==> src/rtl/demux_pkg.sv <==
// Shared types and defaults for the sequential 1:N demultiplexer.
package demux_pkg;

   typedef enum logic [1:0] {
      IDLE = 2'd0,
      FILL = 2'd1,
      HOLD = 2'd2
   } demux_state_t;

   localparam int unsigned DEMUX_LANES_DEF   = 8;
   localparam logic [7:0]  DEMUX_RST_VAL_DEF = 8'h00;

endpackage

==> src/rtl/demux_lane_dec.sv <==
// One-hot lane decoder shared by the output write-enable and the fill mask.
module demux_lane_dec #(
   parameter  int unsigned LANES = 8,
   localparam int unsigned SW    = $clog2(LANES)
) (
   input  logic [SW-1:0]    sel,
   output logic [LANES-1:0] onehot
);

   // Set exactly the bit addressed by sel.
   always_comb begin
      onehot      = '0;
      onehot[sel] = 1'b1;
   end

endmodule

==> src/rtl/demux1_8_seq.sv <==
// Sequential 1:N demultiplexer: routes a serial bit into a registered lane,
// addressed by S or by the internal scan counter, and holds each completed
// frame until the consumer acknowledges it.
module demux1_8_seq
   import demux_pkg::*;
#(
   parameter  int unsigned      LANES   = DEMUX_LANES_DEF,
   parameter  logic [LANES-1:0] RST_VAL = LANES'(DEMUX_RST_VAL_DEF),
   localparam int unsigned      SW      = $clog2(LANES)
) (
   input  logic             CLK,
   input  logic             RST_N,
   input  logic             D,
   input  logic             VLD,
   output logic             RDY,
   input  logic             MODE,
   input  logic [SW-1:0]    S,
   input  logic             CLR,
   input  logic             ACK,
   output logic [LANES-1:0] O,
   output logic             DONE,
   output logic [SW-1:0]    IDX
);

   localparam logic [SW-1:0] CNT_LAST = SW'(LANES - 1);

   demux_state_t     state, state_nxt;
   logic [SW-1:0]    cnt, cnt_nxt;
   logic [LANES-1:0] mask, mask_nxt;
   logic [LANES-1:0] o_nxt;
   logic [SW-1:0]    lane;
   logic [LANES-1:0] lane_hot;
   logic             frame_done;

   assign lane = MODE ? cnt : S;

   demux_lane_dec #(.LANES(LANES)) u_dec (
      .sel    (lane),
      .onehot (lane_hot)
   );

   // Next-state, datapath update and status outputs; CLR overrides everything.
   always_comb begin
      state_nxt  = state;
      cnt_nxt    = cnt;
      mask_nxt   = mask;
      o_nxt      = O;
      frame_done = 1'b0;
      RDY        = (state != HOLD);
      DONE       = (state == HOLD);
      if (CLR) begin
         state_nxt = IDLE;
         cnt_nxt   = '0;
         mask_nxt  = '0;
         o_nxt     = RST_VAL;
      end else begin
         case (state)
            IDLE, FILL: begin
               if (VLD) begin
                  o_nxt    = (O & ~lane_hot) | (D ? lane_hot : '0);
                  mask_nxt = mask | lane_hot;
                  if (MODE) begin
                     cnt_nxt    = (cnt == CNT_LAST) ? '0 : cnt + SW'(1);
                     frame_done = (cnt == CNT_LAST);
                  end else begin
                     frame_done = &(mask | lane_hot);
                  end
                  state_nxt = frame_done ? HOLD : FILL;
               end
            end
            HOLD: begin
               if (ACK) begin
                  state_nxt = IDLE;
                  cnt_nxt   = '0;
                  mask_nxt  = '0;
               end
            end
            default: begin
               state_nxt = IDLE;
               cnt_nxt   = '0;
               mask_nxt  = '0;
            end
         endcase
      end
   end

   // State, scan counter, fill mask and lane outputs.
   always_ff @(posedge CLK or negedge RST_N) begin
      if (!RST_N) begin
         state <= IDLE;
         cnt   <= '0;
         mask  <= '0;
         O     <= RST_VAL;
      end else begin
         state <= state_nxt;
         cnt   <= cnt_nxt;
         mask  <= mask_nxt;
         O     <= o_nxt;
      end
   end

   assign IDX = cnt;

endmodule

==> config.mk <==
export PLATFORM = sky130hd
export DESIGN_NAME = demux1_8_seq
export DESIGN_NICKNAME = d
export VERILOG_FILES = /design/src/rtl/demux_pkg.sv /design/src/rtl/demux_lane_dec.sv /design/src/rtl/demux1_8_seq.sv
export SDC_FILE = /design/constraint.sdc
export NUM_CORES = 1
export LEC_CHECK = 0
export BUFFER_PORTS_ARGS = -buffer_cell sky130_fd_sc_hd__buf_2
export CAP_MARGIN = 20
export CORE_ASPECT_RATIO = 1.4
export CORE_UTILIZATION = 50
export CTS_BUF_LIST = sky130_fd_sc_hd__clkbuf_16
export CTS_CLUSTER_SIZE = 24
export DETAILED_ROUTE_END_ITERATION = 12
export GPL_TIMING_DRIVEN = 0
export PLACE_DENSITY = 0.76
export SETUP_SLACK_MARGIN = 0.3
export SLEW_MARGIN = 20
export SYNTH_ARGS = -nofsm -noshare
export SYNTH_HDL_FRONTEND = slang
export SYNTH_SLANG_ARGS = --single-unit
==> constraint.sdc <==
create_clock -name CLK -period 2 [get_ports CLK]
set_input_delay 0.2 -clock CLK [delete_from_list [all_inputs] [get_ports CLK]]
set_output_delay 0.2 -clock CLK [all_outputs]
set_load 0.005 [all_outputs]
==> results by group, run 1 <==
Outcome
  • Status: finished with violations
  • Failing checks: design-rule violations

Routing
  • Antenna Nets Post-Route: 0
  • Drc violations: 6
  • DR iter-0 viols: 43
  • DR pass1 iterations: 8
  • Routed WL: 2.79 mm
  • Via count: 1133
  • Vias per inst: 6.33
  • WL/cell: 15.6 microns

Layout
  • Final core occ: 0.639
  • Share of cells above drive strength 1: 0.236
  • Most frequent cells in the layout: dfrtp_1 (21), buf_2 (19), nor2_1 (15), a21oi_1 (15), nand2_1 (13)
  • Nets: 170
  • Layout Cells excl Fill: 179
  • Design area: 1420 sq um
  • Most common cell after layout, fill and taps aside: dfrtp_1
  • Ant. Diodes: 0
  • P&R area growth vs syn: 18.4%

Min path
  • HP Start: VLD
  • Worst hold-check path type: input port to flip-flop

GRT
  • First-pass GRT wire length: 4.34 mm
  • All-layer global routing usage: 0.229
  • Initial antenna violation count: 0
  • Total grt overflow: 0
  • Pin count of the biggest net entering global routing: 22
  • Vias in the first global route: 998

Setup path
  • R2r setup slk: 0.42 ns
  • Endpoint class of the critical path: flip-flop
  • CP required: 2.12 ns
  • Crit start category: flip-flop
  • CP Launch Point: IDX[0]
  • Kind of critical path: flip-flop to flip-flop
  • Worst R2R Start: IDX[0]
  • Worst path max stage delay: 0.43 ns
  • Critical Path Slowest Stage Cell: dfrtp_1
  • Worst-path maximum fanout: 10
  • Worst EP arrival: 1.70 ns
  • Crit-path cells: mux2_4 -> and2_4 -> a221oi_2 -> nand4b_1 -> o21ai_0

Floorplanning
  • # IOs: 23
  • Core area: 2230 sq um
  • Die Span X: 43.4 microns
  • Die H: 60.0 microns
  • Starting Density: 0.539
  • Die ar.: 2610 sq um
  • Row count: 20

Synthesis
  • Area fraction of the dominant cell type after synthesis: 0.438
  • Net count after synthesis: 145
  • Sequential element share of the synthesized area: 0.438
  • Post-synth top area cell: dfrtp_1
  • Post-synthesis cell area: 1200 sq um
  • Yosys cell types: 38
  • EDFF count, synth: 0
  • Cell count after synthesis: 133
  • Primary FF master, synth: dfrtp_1
  • Post-synth ARST share: 1.00
  • Synth warnings: 0
  • Syn avg cell area: 9.03 sq um
  • Area contributors post-synth: dfrtp_1 (44%), a21oi_1 (6.3%), nor2_1 (4.7%), nand2_1 (4.1%), o21ai_0 (3.3%)
  • Synth Register Bits: 21

Place
  • RD Place Congestion: 0.845
  • Place WS: 0.374 ns
  • Dpl cells: 174
  • DP Area: 1320 sq um
  • Final HPWL from detailed placement: 2.01 mm
  • Buffers added on ports: 19

Timing
  • Unrepaired setup endpoints after global routing: false
  • TNS Setup: 0 ns
  • Worst setup margin: 0.425 ns
  • Relative slew slack: 0.673
  • WHS: 0.269 ns
  • Hold Fails Final Rpt: 0
  • Final period util: 0.788
  • Final min period: 1.58 ns
  • Endpoints failing setup: 0
  • Clock Skews: 0.00375 ns
  • Worst slew pin tran: 0.486 ns
  • Final Slew Violations: 0
  • Fmax: 0.635 GHz

Pwr
  • Worst VDD drop: 513 uV
  • Pwr dens: 693 nW/um^2
  • Leak Pwr: 0.672 nW
  • Total power: 0.985 mW

Clock tree
  • Clock Pin Slew Worst Setup and Hold Paths: 0.06 ns
  • Setup Fix Bufs, Post-CTS: 0
  • Max Root-Sink Buffers: 2
  • Clk sink count: 21
  • CTS tree: done
  • Clock Latency Late Sink: 0.26 ns
  • H-tree lvl count: 1
  • CTS buffer count: 3
  • Clk root buf: clkbuf_16

Run
  • Max Cap Viol: 0
-- layout make-up --
cell class	instances	area, sq um
sequential	21	526
tap	22	27.5
inverter	3	11.3
multi-input combinational	102	636
fill	193	805
timing repair buffer	20	105
clock inverter	1	5.00
buffer	7	37.5
clock buffer	3	75.1
-- power breakdown --
group / internal, mW / switching [mW] / total [mW]
Combinational: 0.0427 / 0.0744 / 0.117
Clock: 0.269 / 0.154 / 0.423
Sequential: 0.435 / 0.00995 / 0.445
-- logic make-up (layout without fill, tap and decap cells) --
group / count (synthesis) / in the layout / synth area share
multiplexers: 3 / 3 / 0.0292
flip-flops: 21 / 21 / 0.437
AND/OR/NAND/NOR: 60 / 60 / 0.270
AO/OA/AOI/OAI: 37 / 37 / 0.202
buffers and inverters: 10 / 34 / 0.0406
adder cells (fa/ha/maj): 2 / 2 / 0.0208
-- synthesized netlist by cell type, types with 2 or more instances --
| cell | count |
|---|---|
| nand4b_1 | 2 |
| nand3_1 | 5 |
| nor2b_1 | 2 |
| nor3_1 | 2 |
| inv_1 | 3 |
| o211ai_1 | 2 |
| nand2_1 | 13 |
| dfrtp_1 | 21 |
| nor2_1 | 15 |
| ha_1 | 2 |
| mux2i_1 | 2 |
| nand2b_1 | 4 |
| o32ai_1 | 2 |
| a21oi_1 | 15 |
| or2_2 | 3 |
| o2111ai_1 | 3 |
| and3b_1 | 2 |
| o21ai_0 | 8 |
| nand4_1 | 4 |
| clkbuf_1 | 5 |
-- what timing repair did --
action / CTS / global route
hold buffers: 1 / 0
endpoints found under the hold margin: 21 / 0
setup endpoints to repair: 0 / 1
resized for setup: 0 / 2
-- critical path: cells and delay by family (launching register included) --
kind,cells,cell delay [ns]
flops,1,0.43
simple gates,2,0.33
compound gates,2,0.35
mux,1,0.34
-- registers in the layout, indices dropped and copies added, names as in the netlist --
| signal | cells |
|---|---|
| O | 8 |
| mask | 8 |
| IDX | 3 |
| state | 2 |
-- final timing paths --
kind | to | cells past startpoint
max in group asynchronous | mask[2] | 2
worst max-delay path | state[1] | 5
worst min-delay path | state[0] | 3
min in group asynchronous | state[1] | 2
worst min register to register | mask[2] | 2
worst max register to register | state[1] | 5
-- layer usage --
| layer | vias up | share of wire | track usage |
|---|---|---|---|
| met4 | 0 | 0.037 | 0.156 |
| li1 | 537 | - | - |
| met5 | - | 0 | 0 |
| met2 | 44 | 0.50 | 0.379 |
| met3 | 10 | 0.053 | 0.0453 |
| met1 | 542 | 0.41 | 0.264 |
No activity file was read; power rests on OpenSTA's default activity.
==> run 2: changes to the inputs <==
==> constraint.sdc (replaced) <==
create_clock -name CLK -period 1.6 [get_ports CLK]
set_input_delay 0.16 -clock CLK [delete_from_list [all_inputs] [get_ports CLK]]
set_output_delay 0.16 -clock CLK [all_outputs]
set_load 0.005 [all_outputs]
==> run 2 against run 1 <==
  * The flow still finishes with violations (design-rule violations)
  * Global-route usage up 2.5 points
  * Die area unchanged
  * Total power up 30%
  * First-iteration DRC count up 30%
  * Hold slack worse by 0.020 ns
  * Sequential power up 25%
  * Cell area up 15%
  * Wire length up 8.3%
  * Register-to-register slack worse by 0.35 ns
==> results by group, run 2 (synthesis gave the netlist of run 1 again) <==
Outcome
  • Status: finished with violations (unchanged)
  • Failing checks: design-rule violations (unchanged)

Layout
  • Fill cells: 153 (was 193)
  • Final core occ: 0.737 (was 0.639)
  • Most frequent cells in the layout: buf_2 (20), dfrtp_1 (18), nor2_1 (14) (was dfrtp_1 (21), buf_2 (19), nor2_1 (15), a21oi_1 (15), nand2_1 (13))
  • Nets: 181 (was 170)
  • Most common cell after layout, fill and taps aside: buf_2 (was dfrtp_1)
  • Ant. Diodes: 0 (unchanged)
  • P&R area growth vs syn: 36.7% (was 18.4%)
  • Layout Cells excl Fill: 190 (was 179)
  • Share of cells above drive strength 1: 0.399 (was 0.236)
  • Design area: 1640 sq um (was 1420 sq um)

Pwr
  • Pwr dens: 779 nW/um^2 (was 693 nW/um^2)
  • Leak Pwr: 0.743 nW (was 0.672 nW)
  • Total power: 1.28 mW (was 0.985 mW)
  • Worst VDD drop: 920 uV (was 513 uV)

Setup path
  • CP bufs+invs: 1 (was 0)
  • RR Endpoint: state[0] (was state[1])
  • Worst R2R Start: IDX[0] (unchanged)
  • Worst R2R Path Depth: 6 (was 5)
  • Worst path max stage delay: 0.43 ns (about the same)
  • Critical Path Slowest Stage Cell: dfrtp_2 (was dfrtp_1)
  • Crit. path cell count: 6 (was 5)
  • Family with the most delay on the worst path: compound AO/OA/AOI/OAI gates (was flip-flops)
  • Endpoint class of the critical path: flip-flop (unchanged)
  • Kind of critical path: flip-flop to flip-flop (unchanged)
  • Crit-path cells: mux2_4 -> buf_4 -> nand2_1 -> o211ai_1 -> nand4b_1 -> a21o_1 (was mux2_4 -> and2_4 -> a221oi_2 -> nand4b_1 -> o21ai_0)
  • Crit start category: flip-flop (unchanged)
  • Worst EP arrival: 1.68 ns (was 1.70 ns)
  • CP required: 1.75 ns (was 2.12 ns)
  • R2r setup slk: 0.07 ns (was 0.42 ns)
  • Worst-path maximum fanout: 5 (was 10)

Clock tree
  • CTS tree: done (unchanged)
  • Clk sink count: 21 (unchanged)
  • Clk root buf: clkbuf_16 (unchanged)
  • Clock Pin Slew Worst Setup and Hold Paths: 0.06 ns (about the same)
  • Clock Latency Late Sink: 0.25 ns (was 0.26 ns)
  • H-tree lvl count: 1 (unchanged)
  • Max Root-Sink Buffers: 2 (unchanged)
  • CTS buffer count: 3 (unchanged)

Place
  • Buffers added on ports: 19 (unchanged)
  • Dpl cells: 174 (unchanged)
  • Final HPWL from detailed placement: 2.05 mm (was 2.01 mm)
  • DP Area: 1350 sq um (was 1320 sq um)
  • RD Place Congestion: 0.837 (was 0.845)

Floorplanning
  • Row count: 20 (unchanged)
  • # IOs: 23 (unchanged)
  • Die H: 60.0 microns (unchanged)
  • Core area: 2230 sq um (unchanged)
  • Die ar.: 2610 sq um (unchanged)
  • Starting Density: 0.539 (unchanged)
  • Die Span X: 43.4 microns (unchanged)

Timing
  • Final min period: 1.53 ns (was 1.58 ns)
  • WHS: 0.249 ns (was 0.269 ns)
  • Worst slew pin tran: 0.483 ns (was 0.486 ns)
  • Final period util: 0.956 (was 0.788)
  • Unrepaired setup endpoints after global routing: true (was false)
  • Fmax: 0.654 GHz (was 0.635 GHz)
  • Relative slew slack: 0.678 (was 0.673)
  • Hold Fails Final Rpt: 0 (unchanged)
  • Endpoints failing setup: 0 (unchanged)
  • Final Slew Violations: 0 (unchanged)
  • Clock Skews: 0.00274 ns (was 0.00375 ns)

Routing
  • Vias per inst: 6.19 (was 6.33)
  • Drc violations: 6 (unchanged)
  • DR iter-0 viols: 56 (was 43)
  • Routed WL: 3.02 mm (was 2.79 mm)
  • DR pass1 iterations: 8 (unchanged)
  • Antenna Nets Post-Route: 0 (unchanged)
  • Via count: 1176 (was 1133)
  • WL/cell: 15.9 microns (was 15.6 microns)

GRT
  • Vias in the first global route: 1122 (was 998)
  • Pin count of the biggest net entering global routing: 22 (unchanged)
  • First-pass GRT wire length: 4.84 mm (was 4.34 mm)
  • Total grt overflow: 0 (unchanged)
  • Initial antenna violation count: 0 (unchanged)
  • All-layer global routing usage: 0.254 (was 0.229)

Min path
  • Hold path depth: 3 (unchanged)
  • Hold Crit Endpoint: state[0] (unchanged)
  • HP Start: VLD (unchanged)
  • Worst hold-check path type: input port to flip-flop (unchanged)

Run
  • Max Cap Viol: 0 (unchanged)
==> run 2: changes by cell type in the layout (fill, tap and decap cells not counted), moves of 3 or more <==
cell	before	now
buf_4	1	13
dfrtp_1	21	18
dfrtp_2	0	3
nand2_1	13	10
o21ai_0	8	5
o21ai_1	0	3
or2_2	3	0
or2_4	0	3
==> run 2: worst max path at each step <==
stage	start	slack [ns]	to
2_1_floorplan	IDX[0]	0.21	state[0]
3_3_place_gp	IDX[0]	0.05	state[0]
3_5_place_dp	IDX[0]	-0.002	state[0]
4_1_cts	IDX[0]	0.10	state[0]
5_1_grt	IDX[1]	0.02	state[0]
6_report	IDX[0]	0.07	state[0]
==> run 2: worst register-to-register path: cells and delay by family (launching register included) <==
| kind | cells | cell delay (ns) |
|---|---|---|
| buffers and inverters | 1 | 0.12 |
| muxes | 1 | 0.21 |
| and+or+nand+nor | 2 | 0.23 |
| AOI/OAI and AO/OA | 2 | 0.44 |
| DFF | 1 | 0.43 |
==> run 2: timing repair <==
| item | CTS | global route |
|---|---|---|
| hold buffers | 1 | 0 |
| endpoints found under the hold margin | 21 | 0 |
| setup endpoints to repair | 19 | 21 |
| gates resized for setup | 12 | 19 |
| setup buffers | 7 | 4 |
| pin swaps | 3 | 5 |
==> run 2: stage by stage <==
| stage | setup slack (ns) | setup TNS, ns |
|---|---|---|
| 6_report | 0.0701 | 0 |
| 5_1_grt | 0.0177 | 0 |
| 4_1_cts | 0.101 | 0 |
| 3_5_place_dp | -0.00200 | -0.00200 |
| 3_3_place_gp | 0.0528 | 0 |
| 2_1_floorplan | 0.213 | 0 |
==> run 2: area by class of cell <==
class | instances | area (sq um) | share of cell area
clock buffers | 3 | 75.1 | 0.0457
flip-flops and latches | 21 | 529 | 0.322
plain buffers | 7 | 42.5 | 0.0259
well taps | 22 | 27.5 | 0.0168
clock inverters | 1 | 3.75 | 0.00229
repair buffers | 31 | 188 | 0.114
multi-input cells | 102 | 764 | 0.466
inverters | 3 | 11.3 | 0.00686
==> run 2: power breakdown <==
group          internal (mW)  switching (mW)
Clock                  0.333           0.190
Combinational         0.0830           0.114
Sequential             0.545          0.0134
==> run 2: routing by layer <==
metal	wire [microns]	track usage	part of all wire
met1	1220	0.281	0.40
met2	1610	0.463	0.53
met3	117	0.0453	0.039
met4	72	0.121	0.024
met5	0	0	0
